<file path="config.mk">
export PLATFORM = sky130hd
export DESIGN_NAME = uart_cmd_tx_flat
export DESIGN_NICKNAME = d
export VERILOG_FILES = /design/src/rtl/uart_cmd_tx_if.sv /design/src/rtl/uart_cmd_tx.sv /design/src/flat_wrapper.sv
export SDC_FILE = /design/constraint.sdc
export NUM_CORES = 1
export LEC_CHECK = 0
export ABC_AREA = 1
export BUFFER_PORTS_ARGS = -buffer_cell sky130_fd_sc_hd__buf_2
export CAP_MARGIN = 20
export CORE_UTILIZATION = 45
export CTS_CLUSTER_DIAMETER = 50
export CTS_CLUSTER_SIZE = 20
export DETAILED_ROUTE_END_ITERATION = 10
export SYNTH_ARGS = -nofsm -noshare
export SYNTH_HDL_FRONTEND = slang
export SYNTH_SLANG_ARGS = --single-unit
export TNS_END_PERCENT = 1
</file>
<file path="constraint.sdc">
create_clock -name clk -period 1.7 [get_ports clk]
set_clock_uncertainty 0.1 [all_clocks]
set_input_delay 0.34 -clock clk [delete_from_list [all_inputs] [get_ports clk]]
set_output_delay 0.34 -clock clk [all_outputs]
set_load 0.02 [all_outputs]
</file>
<file path="src/rtl/uart_cmd_tx_if.sv">
// Command-sender handshake bundle: request/command from the host, status and
// serial line back from the sender.
interface uart_cmd_tx_if;
  logic        snd_cmd;
  logic [15:0] cmd;
  logic        busy;
  logic        cmd_sent;
  logic        TX;

  modport master (output snd_cmd, cmd, input busy, cmd_sent, TX);
  modport slave  (input snd_cmd, cmd, output busy, cmd_sent, TX);
endinterface

</file>
<file path="src/rtl/uart_cmd_tx.sv">
// uart_cmd_tx: sends one 16-bit command as two back-to-back UART frames,
// high byte first. Each bit is held BAUD_DIV clocks.
// Optional feature macro UART_CMD_TX_PARITY_EN: 8E1 frames (even parity bit
// between d7 and stop); otherwise plain 8N1.
module uart_cmd_tx #(
  parameter int BAUD_DIV = 2604
) (
  input  logic         clk,
  input  logic         rst,
  uart_cmd_tx_if.slave bus
);

`ifdef UART_CMD_TX_PARITY_EN
  localparam int FRAME_W = 11;
`else
  localparam int FRAME_W = 10;
`endif
  localparam int             CW        = ($clog2(BAUD_DIV) > 12) ? $clog2(BAUD_DIV) : 12;
  localparam logic [CW-1:0]  BAUD_LAST = CW'(BAUD_DIV - 1);
  localparam logic [3:0]     BIT_LAST  = 4'(FRAME_W - 1);

  typedef enum logic [1:0] {IDLE, HIGH, LOW} state_t;

  state_t               state, state_nxt;
  logic [CW-1:0]        baud_cnt;
  logic [3:0]           bit_cnt;
  logic [FRAME_W-1:0]   shreg;
  logic [15:0]          cmd_q;
  logic                 busy_q, sent_q;
  logic                 accept, bit_end, byte_end;

  // Frame laid out LSB-first on the line: start bit in bit 0, stop bit on top.
  function automatic logic [FRAME_W-1:0] frame(input logic [7:0] b);
`ifdef UART_CMD_TX_PARITY_EN
    frame = {1'b1, ^b, b, 1'b0};
`else
    frame = {1'b1, b, 1'b0};
`endif
  endfunction

  assign bit_end  = (baud_cnt == BAUD_LAST);
  assign byte_end = bit_end && (bit_cnt == BIT_LAST);

  // Next-state logic; snd_cmd is only honoured in IDLE.
  always_comb begin
    state_nxt = state;
    accept    = 1'b0;
    case (state)
      IDLE: if (bus.snd_cmd) begin
        accept    = 1'b1;
        state_nxt = HIGH;
      end
      HIGH:    if (byte_end) state_nxt = LOW;
      LOW:     if (byte_end) state_nxt = IDLE;
      default: state_nxt = IDLE;
    endcase
  end

  // State register.
  always_ff @(posedge clk) begin
    if (rst) state <= IDLE;
    else     state <= state_nxt;
  end

  // Baud timer, bit counter and shifter; shifting in 1s keeps the line idle-high.
  always_ff @(posedge clk) begin
    if (rst) begin
      baud_cnt <= '0;
      bit_cnt  <= '0;
      shreg    <= '1;
      cmd_q    <= '0;
      busy_q   <= 1'b0;
      sent_q   <= 1'b0;
    end else if (accept) begin
      cmd_q    <= bus.cmd;
      shreg    <= frame(bus.cmd[15:8]);
      baud_cnt <= '0;
      bit_cnt  <= '0;
      busy_q   <= 1'b1;
      sent_q   <= 1'b0;
    end else if (state != IDLE) begin
      if (byte_end) begin
        baud_cnt <= '0;
        bit_cnt  <= '0;
        if (state == HIGH) begin
          shreg <= frame(cmd_q[7:0]);   // low byte starts with no gap
        end else begin
          shreg  <= '1;
          busy_q <= 1'b0;
          sent_q <= 1'b1;
        end
      end else if (bit_end) begin
        baud_cnt <= '0;
        bit_cnt  <= bit_cnt + 4'd1;
        shreg    <= {1'b1, shreg[FRAME_W-1:1]};
      end else begin
        baud_cnt <= baud_cnt + 1'b1;
      end
    end
  end

  assign bus.TX       = shreg[0];
  assign bus.busy     = busy_q;
  assign bus.cmd_sent = sent_q;

endmodule
</file>
<file path="src/flat_wrapper.sv">
// flat-port wrapper written by rule: the top's interface ports become plain ports
module uart_cmd_tx_flat 
#(
  parameter int BAUD_DIV = 2604
)
  (clk, rst, bus_snd_cmd, bus_cmd, bus_busy, bus_cmd_sent, bus_TX);
  uart_cmd_tx_if bus_i ();
  input  logic clk;
  input  logic rst;
  input wire logic [$bits(bus_i.snd_cmd)-1:0] bus_snd_cmd;
  input wire logic [$bits(bus_i.cmd)-1:0] bus_cmd;
  output wire logic [$bits(bus_i.busy)-1:0] bus_busy;
  output wire logic [$bits(bus_i.cmd_sent)-1:0] bus_cmd_sent;
  output wire logic [$bits(bus_i.TX)-1:0] bus_TX;
  assign bus_i.snd_cmd = bus_snd_cmd;
  assign bus_i.cmd = bus_cmd;
  assign bus_busy = bus_i.busy;
  assign bus_cmd_sent = bus_i.cmd_sent;
  assign bus_TX = bus_i.TX;
  uart_cmd_tx #(.BAUD_DIV(BAUD_DIV)) u_core (.clk(clk), .rst(rst), .bus(bus_i));
endmodule
</file>
Word level (Yosys, flattened, before mapping)

Index checks and enable logic that the tools add are counted.

Register bits after elaboration: 38
Bits in latches: 0
Bits in writable memories: 0
Memory bits (read-only): 0
Input port bits: 19
Memories: 0

$add $sub $neg: 2
$mul: 0
Divide/modulo/power cells: 0
Order comparisons: 0
Equality and inequality tests: 8
Shift-type cells: 0
Muxes and demuxes: 19
Bitwise logic cells: 1
Reductions and logical operators: 13

Operators by type and width:

| kind                                                                  | count |
|---|---|
| 9-bit two-way mux                                                     | 3 |
| 12-bit two-way mux                                                    | 2 |
| 10-bit two-way mux                                                    | 2 |
| 12-bit by 1-bit adder with 12-bit output, second input constant       | 1 |
| 12-bit equality test, second input constant                           | 1 |
| 3-bit AND reduction                                                   | 3 |
| 4-bit two-way mux                                                     | 2 |
| 2-bit nonzero test                                                    | 4 |
| 1-bit two-way mux                                                     | 6 |
| 2-bit two-way mux                                                     | 3 |
| 2-bit by 1-bit != test with 1-bit output, second input constant       | 3 |
| 2-bit one-hot mux with 3 select lines                                 | 1 |
| 4-bit by 1-bit adder with 4-bit output, second input constant         | 1 |
| 4-bit equality test, second input constant                            | 1 |
| 2-bit AND reduction                                                   | 2 |
| 3-bit nonzero test                                                    | 1 |
| 2-bit by 1-bit equality test with 1-bit output, second input constant | 1 |
| 2-bit equality test, second input constant                            | 1 |
| 2-bit logical NOT                                                     | 1 |
| 2-bit != test, second input constant                                  | 1 |
| 2-bit OR reduction                                                    | 1 |
| 1-bit logical AND                                                     | 1 |
| 1-bit NOT                                                             | 1 |

Longest topological paths before layout

Depth after elaboration: 5
Gate-level depth with buffers: 11

Worst setup path before layout

OpenSTA, ideal clock, no wires.

Path type: register to register
From: register u_core.bit_cnt[1]
To: register u_core.shreg[1]
Arrival time: 1.270 ns
Required time: 1.483 ns
Setup slack: 0.214 ns
Stages on the path, launching flop included: 8
Cells stage by stage: dfxtp_1 > inv_1 > ha_1 > nand3_1 > inv_1 > nand4_1 > o21ai_0 > nand2_1

Word-level cells in the longest chain between the ends: 5
Elaborated cells on any way between the ends: 7

RTL lines:

| element                  | RTL line          | RTL |
|---|---|---|
| start: declaration       | uart_cmd_tx.sv:26 | `logic [3:0] bit_cnt;` |
| start signal: assignment | uart_cmd_tx.sv:94 | `bit_cnt <= bit_cnt + 4'd1;` |
| 4-bit equality test (*)  | uart_cmd_tx.sv:42 | `assign byte_end = bit_end && (bit_cnt == BIT_LAST);` |
| 1-bit logical AND (*)    | uart_cmd_tx.sv:42 |  |
| 10-bit two-way mux       | uart_cmd_tx.sv:82 | `if (byte_end) begin` |
| 9-bit two-way mux        | uart_cmd_tx.sv:81 | `end else if (state != IDLE) begin` |
| 9-bit two-way mux        | uart_cmd_tx.sv:74 | `end else if (accept) begin` |
| end signal: assignment   | uart_cmd_tx.sv:76 | `shreg <= frame(bus.cmd[15:8]);` |
| end signal: assignment   | uart_cmd_tx.sv:86 | `shreg <= frame(cmd_q[7:0]);` |
| end signal: assignment   | uart_cmd_tx.sv:95 | `shreg <= {1'b1, shreg[FRAME_W-1:1]};` |
| end: declaration         | uart_cmd_tx.sv:27 | `logic [FRAME_W-1:0] shreg;` |

Mark *: on every way between the ends. The rest lies on a longest branch, timed or not. The select of a mux whose other input is x is not followed.
A chain may end at the register's enable or synchronous reset.

Worst setup path after layout

From: register u_core.baud_cnt[0]
To: register u_core.bit_cnt[3]

Word-level cells in the longest chain between the ends: 4
Elaborated cells on any way between the ends: 5

RTL lines:

| element                       | RTL line          | RTL |
|---|---|---|
| start: declaration            | uart_cmd_tx.sv:25 | `logic [CW-1:0] baud_cnt;` |
| start signal: assignment      | uart_cmd_tx.sv:97 | `baud_cnt <= baud_cnt + 1'b1;` |
| 12-bit equality test (*)      | uart_cmd_tx.sv:41 | `assign bit_end = (baud_cnt == BAUD_LAST);` |
| 1-bit logical AND             | uart_cmd_tx.sv:42 |  |
| 2-bit nonzero test (no line)  | n/a               |  |
| 2-bit AND reduction (no line) | n/a               |  |

Mark *: on every way between the ends. The rest lies on a longest branch, timed or not.

==> flow_metrics.env <==
export IMPL_routabilityCongestion=0.781
export IMPL_io_buffers=21
export IMPL_cts_hold_buf=0
export IMPL_drt_initial_drc_count=87
export IMPL_diodes=0
export IMPL_path_class="reg -> reg"
export IMPL_wirelength_um=3960
export IMPL_synthCells=263
export IMPL_via_per_inst=4.82
export IMPL_dieArea_um2=4270
export IMPL_grt_pass1_vias=1580
export IMPL_clockBufferDepth=2
export IMPL_syn_nets=285
export IMPL_required_ns=1.77
export IMPL_cap_violations=0
export IMPL_place_ws_ns=0.134
export IMPL_drive_above_1_share=0.187
export IMPL_endpoint_kind="flip-flop"
export IMPL_cts_htree_levels=2
export IMPL_crit_fanout=5
export IMPL_fin_tns_setup_ns=0
export IMPL_die_w_um=65.3
export IMPL_netlist_area_um2=1800
export IMPL_io_pins=22
export IMPL_syn_avg_cell_area_um2=6.86
export IMPL_status="finished, final reports clean"
export IMPL_drt_pre_antenna_iters=4
export IMPL_pwr_density_cell_nw_per_um2=849
export IMPL_via_count=1674
export IMPL_finalHoldViolCount=0
export IMPL_cts_tree="yes"
export IMPL_cts_buffers_inserted=5
export IMPL_rrSetupSlack_ns=0.09
export IMPL_hold_class="in -> reg"
export IMPL_arrival_ns=1.68
export IMPL_setup_ws_ns=0.0874
export IMPL_core_area_um2=3740
export IMPL_path_clk_slew_ns=0.07
export IMPL_start_kind="flip-flop"
export IMPL_wire_per_inst_um=11.4
export IMPL_grt_start_max_net_pins=20
export IMPL_row_count=22
export IMPL_slew_violations=0
export IMPL_timing_final_crit_period_ns=1.61
export IMPL_setup_viol=0
export IMPL_grt_ovfl_total=0
export IMPL_cts_root_buffer="clkbuf_8"
export IMPL_max_slew_margin=0.785
export IMPL_clk_latency_ns=0.28
export IMPL_drtAntennaViolNets=0
export IMPL_peakVddDrop_mv=0.482
export IMPL_synth_seq_cells=37
export IMPL_yosysUniqueCellTypes=28
export IMPL_clock_sinks=37
export IMPL_fin_nets=321
export IMPL_dp_hpwl_um=2900
export IMPL_grt_antenna_before_repair=0
export IMPL_start_util=0.482
export IMPL_track_usage=0.224
export IMPL_yosys_warnings=0
export IMPL_drc=0
export IMPL_grt_pass1_wl_um=7210
export IMPL_tightest_slew_ns=0.319
export IMPL_areaGrowthSynthToFinish_pct=19.2
export IMPL_fin_crit_sh=0.949
export IMPL_p_leak_nw=0.982
export IMPL_yosysSeqAreaShare=0.411
export IMPL_finalPower_mw=1.83
export IMPL_die_h_um=65.3
export IMPL_max_freq_ghz=0.620
## report_power, final
group	internal, mW	leakage, nW	switching, mW
logic	0.101	0.635	0.157
clock network	0.321	0.0443	0.288
registers	0.924	0.303	0.0340
total	1.35	0.982	0.479
## cells in the final DEF (no fill, tap or decap), drive strengths merged
master and n:
nor2 41, ha 3, nand3b 1, clkinv 2
nand4 4, buf 35, nand2 51, o21ai 19
xor2 1, xnor2 1, or2 1, nor3 9
a21oi 19, a31oi 1, inv 36, dfxtp 37
nand3 30, clkbuf 7, o21a 1
## stage by stage
step | hold slack, ns | util | instance area, um2 | cells
finish | 0.175 | 0.575 | 2150 | 347
global route | 0.171 | 0.575 | 2150 | 347
CTS | 0.170 | 0.572 | 2140 | 347
detailed placement | 0.349 | 0.549 | 2050 | 340
global placement | 0.341 | 0.549 | 2050 | 340
floorplan | 0.309 | - | 1800 | 263
## cell usage after synthesis
cell,n,share of area
or2_2,1,0.0035
buf_6,1,0.0062
clkinv_4,1,0.0049
nand4_1,4,0.014
nor2_2,1,0.0035
clkinv_1,1,0.0021
inv_1,33,0.069
buf_2,2,0.0055
xnor2_1,1,0.0049
ha_1,3,0.021
nor3_2,2,0.011
o21ai_1,1,0.0028
dfxtp_1,37,0.41
xor2_1,1,0.0049
nand3_1,29,0.080
o21a_1,1,0.0042
a21oi_1,19,0.053
nor2_4,3,0.019
nand3b_1,1,0.0042
a31oi_1,1,0.0035
nand2_1,49,0.10
nand2_2,2,0.0069
o21ai_0,18,0.050
inv_2,3,0.0062
nor2_1,37,0.077
nor3_1,7,0.019
clkbuf_1,3,0.0062
nand3_2,1,0.0055
## critical path, stage by stage (launching register included)
cell and delay (ns):
dfxtp_1 0.36, ha_2 0.20, nand2_1 0.08, nor2_4 0.18
nand3_1 0.16, o21ai_0 0.32, nor2_1 0.09
## cells by family after synthesis
kind of cell	after synthesis	synth area share
AO/OA/AOI/OAI	40	0.113
XOR/XNOR	2	0.00971
adder cells (fa/ha/maj)	3	0.0208
buffers and inverters	44	0.0999
flip-flops	37	0.411
AND/OR/NAND/NOR	137	0.346
## final timing paths
path / endpoint / cells after the start / from
hold reg to reg: u_core.bus.cmd_sent$_SDFFE_PP0P_ / 2 / u_core.bus.cmd_sent$_SDFFE_PP0P_
setup reg to reg: u_core.bit_cnt[3]$_SDFFE_PP0P_ / 6 / u_core.baud_cnt[0]$_SDFFE_PP0N_
setup / recovery: u_core.bit_cnt[3]$_SDFFE_PP0P_ / 6 / u_core.baud_cnt[0]$_SDFFE_PP0N_
hold / removal: u_core.state[0]$_SDFFE_PP0P_ / 2 / rst
## final cells by class
cell class,instances,area [um2]
fillers,402,1590
multi-input cells,182,893
flip-flops and latches,37,741
repair buffers,35,223
inverters,38,148
clock buffers,7,86.3
well taps,48,60.1
## what timing repair did
item,in CTS,in global routing
endpoints found under the setup margin,0,5
gates resized for setup,0,2
setup buffers,0,0
## sequential cells by signal (all words and copies together) (netlist names)
name / cells
u_core.state: 2
u_core.baud_cnt: 12
u_core.cmd_q: 8
u_core.shreg: 9
u_core.bus.busy: 1
u_core.bit_cnt: 4
u_core.bus.cmd_sent: 1
## layer usage
| metal | wire length, um | vias up | global-route usage | share of wire |
|---|---|---|---|---|
| li1 | - | 915 | - | - |
| met1 | 2180 | 730 | 0.328 | 0.55 |
| met2 | 1620 | 27 | 0.314 | 0.41 |
| met3 | 126 | 2 | 0.0573 | 0.032 |
| met4 | 33 | 0 | 0.0734 | 0.0083 |
| met5 | 0 | - | 0 | 0 |
(Power assumes the default switching activity.)
